<file path="config.mk">
export PLATFORM = sky130hd
export DESIGN_NAME = paddle_ctrl_flat
export DESIGN_NICKNAME = d
export VERILOG_FILES = /design/src/rtl/pong_pkg.sv /design/src/rtl/paddle_ctrl_if.sv /design/src/rtl/repeat_timer.sv /design/src/rtl/paddle_ctrl.sv /design/src/flat_wrapper.sv
export SDC_FILE = /design/constraint.sdc
export NUM_CORES = 1
export LEC_CHECK = 0
export CORE_AREA = 2 2 39 41
export DETAILED_ROUTE_END_ITERATION = 16
export DIE_AREA = 0 0 41 43
export HOLD_SLACK_MARGIN = 0.03
export PLACE_DENSITY_LB_ADDON = 0.05
export SLEW_MARGIN = 20
export SYNTH_ARGS = -nofsm -noshare
export SYNTH_HDL_FRONTEND = slang
export SYNTH_SLANG_ARGS = --single-unit
</file>
<file path="constraint.sdc">
create_clock -name clk -period 6.5 [get_ports clk]
set_clock_uncertainty 0.15 [all_clocks]
set_input_delay 1.3 -clock clk [delete_from_list [all_inputs] [get_ports clk]]
set_output_delay 1.3 -clock clk [all_outputs]
set_load 0.05 [all_outputs]
</file>
<file path="src/rtl/pong_pkg.sv">
// Shared pong definitions: paddle action codes, paddle FSM states and a
// small elaboration-time helper.
package pong_pkg;

  localparam logic [1:0] ACT_NONE  = 2'b00;
  localparam logic [1:0] ACT_RIGHT = 2'b01;
  localparam logic [1:0] ACT_LEFT  = 2'b11;

  typedef enum logic [1:0] {
    IDLE = 2'd0,
    HOLD = 2'd1,
    LOCK = 2'd2
  } paddle_state_t;

  function automatic int imax(input int a, input int b);
    return (a > b) ? a : b;
  endfunction

endpackage

</file>
<file path="src/rtl/paddle_ctrl_if.sv">
// Player-side bundle: play enable and button levels in, paddle position
// and one-cycle action code out.
interface paddle_ctrl_if #(
  parameter int BIT_WIDTH = 3
);
  logic                 en;
  logic                 left;
  logic                 right;
  logic [BIT_WIDTH-1:0] pos;
  logic [1:0]           action;

  modport master (output en, left, right, input pos, action);
  modport slave  (input en, left, right, output pos, action);
endinterface

</file>
<file path="src/rtl/repeat_timer.sv">
// Loadable down-counter for button auto-repeat. A load of N makes expire
// pulse in the cycle just before the N-th following edge.
module repeat_timer #(
  parameter int TW = 3
) (
  input  logic          clk,
  input  logic          rst,
  input  logic          load,
  input  logic [TW-1:0] load_value,
  input  logic          clear,
  output logic          expire
);

  logic [TW-1:0] cnt;
  logic          armed;

  // Storing N-1 lets expire be taken from registers and still land on edge t+N.
  always_ff @(posedge clk) begin
    if (rst || clear) begin
      cnt   <= '0;
      armed <= 1'b0;
    end else if (load) begin
      cnt   <= load_value - TW'(1);
      armed <= 1'b1;
    end else if (armed) begin
      if (cnt == '0) armed <= 1'b0;
      else           cnt   <= cnt - TW'(1);
    end
  end

  assign expire = armed && (cnt == '0);

endmodule

</file>
<file path="src/rtl/paddle_ctrl.sv">
// One-player paddle controller: press-to-move with delayed auto-repeat,
// clamped to the field, registered position and action outputs.
module paddle_ctrl
  import pong_pkg::*;
#(
  parameter int WIDTH        = 8,
  parameter int BIT_WIDTH    = $clog2(WIDTH),
  parameter int SIZE         = 2,
  parameter int START        = 3,
  parameter int REPEAT_DELAY = 4,
  parameter int REPEAT_RATE  = 2
) (
  input  logic          clk,
  input  logic          rst,
  paddle_ctrl_if.slave  bus
);

  localparam int TW = $clog2(imax(REPEAT_DELAY, REPEAT_RATE) + 1);
  localparam logic [BIT_WIDTH-1:0] MAX_POS   = BIT_WIDTH'(WIDTH - SIZE);
  localparam logic [BIT_WIDTH-1:0] START_POS = BIT_WIDTH'(START);

  paddle_state_t        state;
  logic                 dir_right;
  logic [BIT_WIDTH-1:0] pos;
  logic [1:0]           action;
  logic [1:0]           btn;

  logic          t_load;
  logic          t_clear;
  logic [TW-1:0] t_val;
  logic          expire;
  logic          mv;
  logic          mv_right;
  logic          can_move;

  assign btn = {bus.left, bus.right};

  // Move requests follow the FSM even when the clamp later blocks them,
  // so a wall never disturbs the repeat cadence.
  always_comb begin
    t_load   = 1'b0;
    t_clear  = 1'b0;
    t_val    = TW'(REPEAT_DELAY);
    mv       = 1'b0;
    mv_right = 1'b0;
    if (rst || !bus.en) begin
      t_clear = 1'b1;
    end else begin
      case (state)
        IDLE: begin
          if (btn == 2'b10 || btn == 2'b01) begin
            mv       = 1'b1;
            mv_right = btn[0];
            t_load   = 1'b1;
          end
        end
        HOLD: begin
          if (btn == 2'b00 || btn == 2'b11) begin
            t_clear = 1'b1;
          end else if (btn[0] != dir_right) begin
            mv       = 1'b1;
            mv_right = btn[0];
            t_load   = 1'b1;
          end else if (expire) begin
            mv       = 1'b1;
            mv_right = dir_right;
            t_load   = 1'b1;
            t_val    = TW'(REPEAT_RATE);
          end
        end
        default: t_clear = 1'b1;
      endcase
    end
  end

  assign can_move = mv && (mv_right ? (pos < MAX_POS) : (pos != '0));

  always_ff @(posedge clk) begin
    if (rst || !bus.en) begin
      state     <= IDLE;
      dir_right <= 1'b0;
      pos       <= START_POS;
      action    <= ACT_NONE;
    end else begin
      action <= ACT_NONE;
      if (can_move) begin
        if (mv_right) begin
          pos    <= pos + BIT_WIDTH'(1);
          action <= ACT_RIGHT;
        end else begin
          pos    <= pos - BIT_WIDTH'(1);
          action <= ACT_LEFT;
        end
      end
      case (state)
        IDLE: begin
          if (btn == 2'b11) begin
            state <= LOCK;
          end else if (btn != 2'b00) begin
            state     <= HOLD;
            dir_right <= btn[0];
          end
        end
        HOLD: begin
          if (btn == 2'b00)      state     <= IDLE;
          else if (btn == 2'b11) state     <= LOCK;
          else                   dir_right <= btn[0];
        end
        LOCK: begin
          if (btn == 2'b00) state <= IDLE;
        end
        default: state <= IDLE;
      endcase
    end
  end

  repeat_timer #(.TW(TW)) u_timer (
    .clk        (clk),
    .rst        (rst),
    .load       (t_load),
    .load_value (t_val),
    .clear      (t_clear),
    .expire     (expire)
  );

  assign bus.pos    = pos;
  assign bus.action = action;

endmodule

</file>
<file path="src/flat_wrapper.sv">
// flat-port wrapper written by rule: the top's interface ports become plain ports
module paddle_ctrl_flat import pong_pkg::*;
#(
  parameter int WIDTH        = 8,
  parameter int BIT_WIDTH    = $clog2(WIDTH),
  parameter int SIZE         = 2,
  parameter int START        = 3,
  parameter int REPEAT_DELAY = 4,
  parameter int REPEAT_RATE  = 2
)
  (clk, rst, bus_en, bus_left, bus_right, bus_pos, bus_action);
  paddle_ctrl_if #(.BIT_WIDTH(BIT_WIDTH)) bus_i ();
  input  logic clk;
  input  logic rst;
  input wire logic [$bits(bus_i.en)-1:0] bus_en;
  input wire logic [$bits(bus_i.left)-1:0] bus_left;
  input wire logic [$bits(bus_i.right)-1:0] bus_right;
  output wire logic [$bits(bus_i.pos)-1:0] bus_pos;
  output wire logic [$bits(bus_i.action)-1:0] bus_action;
  assign bus_i.en = bus_en;
  assign bus_i.left = bus_left;
  assign bus_i.right = bus_right;
  assign bus_pos = bus_i.pos;
  assign bus_action = bus_i.action;
  paddle_ctrl #(.WIDTH(WIDTH), .BIT_WIDTH(BIT_WIDTH), .SIZE(SIZE), .START(START), .REPEAT_DELAY(REPEAT_DELAY), .REPEAT_RATE(REPEAT_RATE)) u_core (.clk(clk), .rst(rst), .bus(bus_i));
endmodule
</file>
==> results.sh <==
export IMPL_cts_resized=0
export IMPL_track_usage_pct=20.6
export IMPL_die_w_um=41
export IMPL_clk_path_buf_depth=2
export IMPL_ant_nets=0
export IMPL_min_period_ps=4340
export IMPL_drt_wirelength_per_cell_um=13.0
export IMPL_fillCellCount=133
export IMPL_cp_max_fo=6
export IMPL_ir_worst_vdd_uv=131
export IMPL_clock_sinks=12
export IMPL_gp_congestion=0.782
export IMPL_worstSetupPathType="input port to flip-flop"
export IMPL_start_kind="input port"
export IMPL_grt_pass1_vias=591
export IMPL_period_share_pct=66.8
export IMPL_fin_cells=107
export IMPL_cp_required_ps=6550
export IMPL_via_count=627
export IMPL_first_pass_iters=4
export IMPL_yosys_area_share_xor_xnor_pct=2.54
export IMPL_tns_ps=0
export IMPL_mostFrequentLayoutCell="dfxtp_1"
export IMPL_synth_distinct_cells=32
export IMPL_finalHoldViolCount=0
export IMPL_synthSimpleGateAreaFrac_pct=26.1
export IMPL_grt_overflow=0
export IMPL_synthMuxAreaShare_pct=4.35
export IMPL_cts_tree="built"
export IMPL_drive_above_1_share_pct=8.79
export IMPL_synth_avg_cell_area_um2=8.85
export IMPL_synth_top_family_by_area="simple AND/OR/NAND/NOR gates"
export IMPL_powerDensity_nw_per_um2=196
export IMPL_final_cell_mix="12 x dfxtp_1, 11 x nor2_1, 9 x clkdlybuf4s50_1, 5 x nand2_1, 5 x ha_1"
export IMPL_ctsHtreeMaxLevel=1
export IMPL_io_pins=10
export IMPL_place_ws_ps=1950
export IMPL_port_buffers=9
export IMPL_setup_violations_final=0
export IMPL_grt_pass1_wl_mm=2.48
export IMPL_syn_instance_count=78
export IMPL_synth_nets=88
export IMPL_rsz0062_at_grt="no"
export IMPL_fmax_mhz=230
export IMPL_fin_nets=102
export IMPL_initial_core_util_pct=49.9
export IMPL_crit_slowest_cell="nor4b_1"
export IMPL_coreArea_um2=1380
export IMPL_maxCapViolCount=0
export IMPL_synth_adder_area_share_pct=9.06
export IMPL_post_place_cells=103
export IMPL_postCtsSetupRepairBufs=0
export IMPL_worst_slew_pin_slew_ps=928
export IMPL_area_growth_pct=21.2
export IMPL_crit_path_end_kind="flip-flop"
export IMPL_synth_compound_area_share_pct=21.0
export IMPL_grt_max_degree=8
export IMPL_synth_seq_cells=12
export IMPL_antenna_found_initial=0
export IMPL_maxSlewViolCount=0
export IMPL_maxSlewHeadroom_pct=37.2
export IMPL_clk_pin_slew_ps=80
export IMPL_cp_cell_sequence="clkdlybuf4s50_1 -> ha_1 -> nor4b_1 -> nor2_1 -> xor2_1 -> ha_1 -> or4_1 -> a211oi_1 -> mux2i_1"
export IMPL_cpPeakStageDelay_ps=760
export IMPL_wl_mm=1.39
export IMPL_synth_warnings=0
export IMPL_cpMostUsedCell="ha_1"
export IMPL_crit_arrival_ps=4400
export IMPL_die_area_um2=1760
export IMPL_root_buffer="clkbuf_4"
export IMPL_finish_utilization_pct=60.5
export IMPL_ys_seq_area_share_pct=34.8
export IMPL_status="completed"
export IMPL_fp_dieH_um=43
export IMPL_post_drt_via_cell_ratio=5.86
export IMPL_drc=0
export IMPL_ctsHoldBuffers=0
export IMPL_num_rows=14
export IMPL_syn_area_um2=691
export IMPL_worst_slack_ps=2160
export IMPL_n_antenna_cell=0
export IMPL_hpwlAfterDp_mm=1.06
export IMPL_initialDrtViolationCount=15
export IMPL_numCtsBuffers=3
export IMPL_clk_latency_ps=270
export IMPL_multi_input_area_um2=435
export IMPL_ff_latch_area_um2=240
export IMPL_hold_path_class="flip-flop to flip-flop"
export IMPL_p_leak_uw=0.000298
-- power breakdown --
part           switching [uW]  internal [uW]  leakage [uW]
combinational            14.5           11.3      0.000179
clock                    25.0           34.0     0.0000210
sequential               2.85           76.0     0.0000976
-- registers in the layout, indices dropped and copies added, names as in the netlist --
register and flops:
u_core.bus.action 2, u_core.bus.pos 3, u_core.dir_right 1, u_core.state 2
u_core.u_timer.armed 1, u_core.u_timer.cnt 3
-- final cells by class --
class | instances | area share (%)
timing repair buffer | 9 | 10.8
clock buffer | 4 | 4.33
tap | 16 | 2.39
sequential | 12 | 28.7
inverter | 4 | 1.79
multi-input combinational | 62 | 52.0
-- metal layers --
| layer | wire length, um | GRT usage [%] | up-vias |
|---|---|---|---|
| met5 | 0 | 0 | - |
| met4 | 0 | 10.0 | 0 |
| met3 | 66 | 4.71 | 0 |
| met2 | 658 | 30.0 | 18 |
| met1 | 663 | 27.5 | 294 |
| li1 | - | - | 315 |
-- path summary, 6_finish.rpt --
kind,startpoint,slack [ps],to,cells after the start
worst min register to register,u_core.u_timer.cnt[2],370,u_core.u_timer.cnt[2],2
worst max-delay path,bus_right,2160,u_core.bus.pos[2],9
worst max register to register,u_core.u_timer.cnt[1],3470,u_core.bus.pos[2],8
worst min-delay path,u_core.u_timer.cnt[2],370,u_core.u_timer.cnt[2],2
-- kinds of logic (layout without fill, tap and decap cells) --
group | Yosys count | after routing
xor gates and xnor gates | 2 | 2
DFF | 12 | 12
muxes | 3 | 3
adders and majority gates | 5 | 5
and+or+nand+nor | 33 | 33
buffers and inverters | 4 | 17
AOI/OAI and AO/OA | 19 | 19
-- critical path: cells and delay by family --
family          cells  cell delay [ps]
compound gates      1              310
xor+xnor            1              180
fa+ha+maj           2              390
buf+inv             1              590
mux                 1              210
simple gates        3             1410
-- per-stage QoR --
step	power, uW	area, um^2	hold WS, ps
after detailed placement	106	801	362
final	164	837	372
after global routing	174	837	424
after global placement	106	801	355
after floorplan	97.7	691	322
after CTS	166	837	376
-- cell usage after synthesis --
cell type  instances  area, um^2
dfxtp_1           12         240
nor2_1            11        41.3
ha_1               5        62.6
nand2_1            5        18.8
inv_1              4        15.0
a211oi_1           3        22.5
a21oi_1            3        15.0
mux2i_1            3        30.0
nand2b_1           3        18.8
nor2b_1            3        18.8
nor3_1             3        15.0
o21ai_0            3        15.0
a2111oi_0          1        8.76
a211o_1            1        8.76
a211o_2            1        10.0
a211oi_2           1        12.5
a311o_2            1        11.3
a311oi_1           1        8.76
a31o_1             1        8.76
a32oi_1            1        8.76
and2_0             1        6.26
and2_1             1        6.26
nand4bb_1          1        11.3
nor3b_1            1        7.51
nor4_1             1        6.26
nor4b_1            1        8.76
o21bai_1           1        7.51
o31ai_1            1        7.51
or4_1              1        7.51
or4b_4             1        13.8
xnor2_1            1        8.76
xor2_1             1        8.76
No activity file was read; power rests on OpenSTA's default activity.
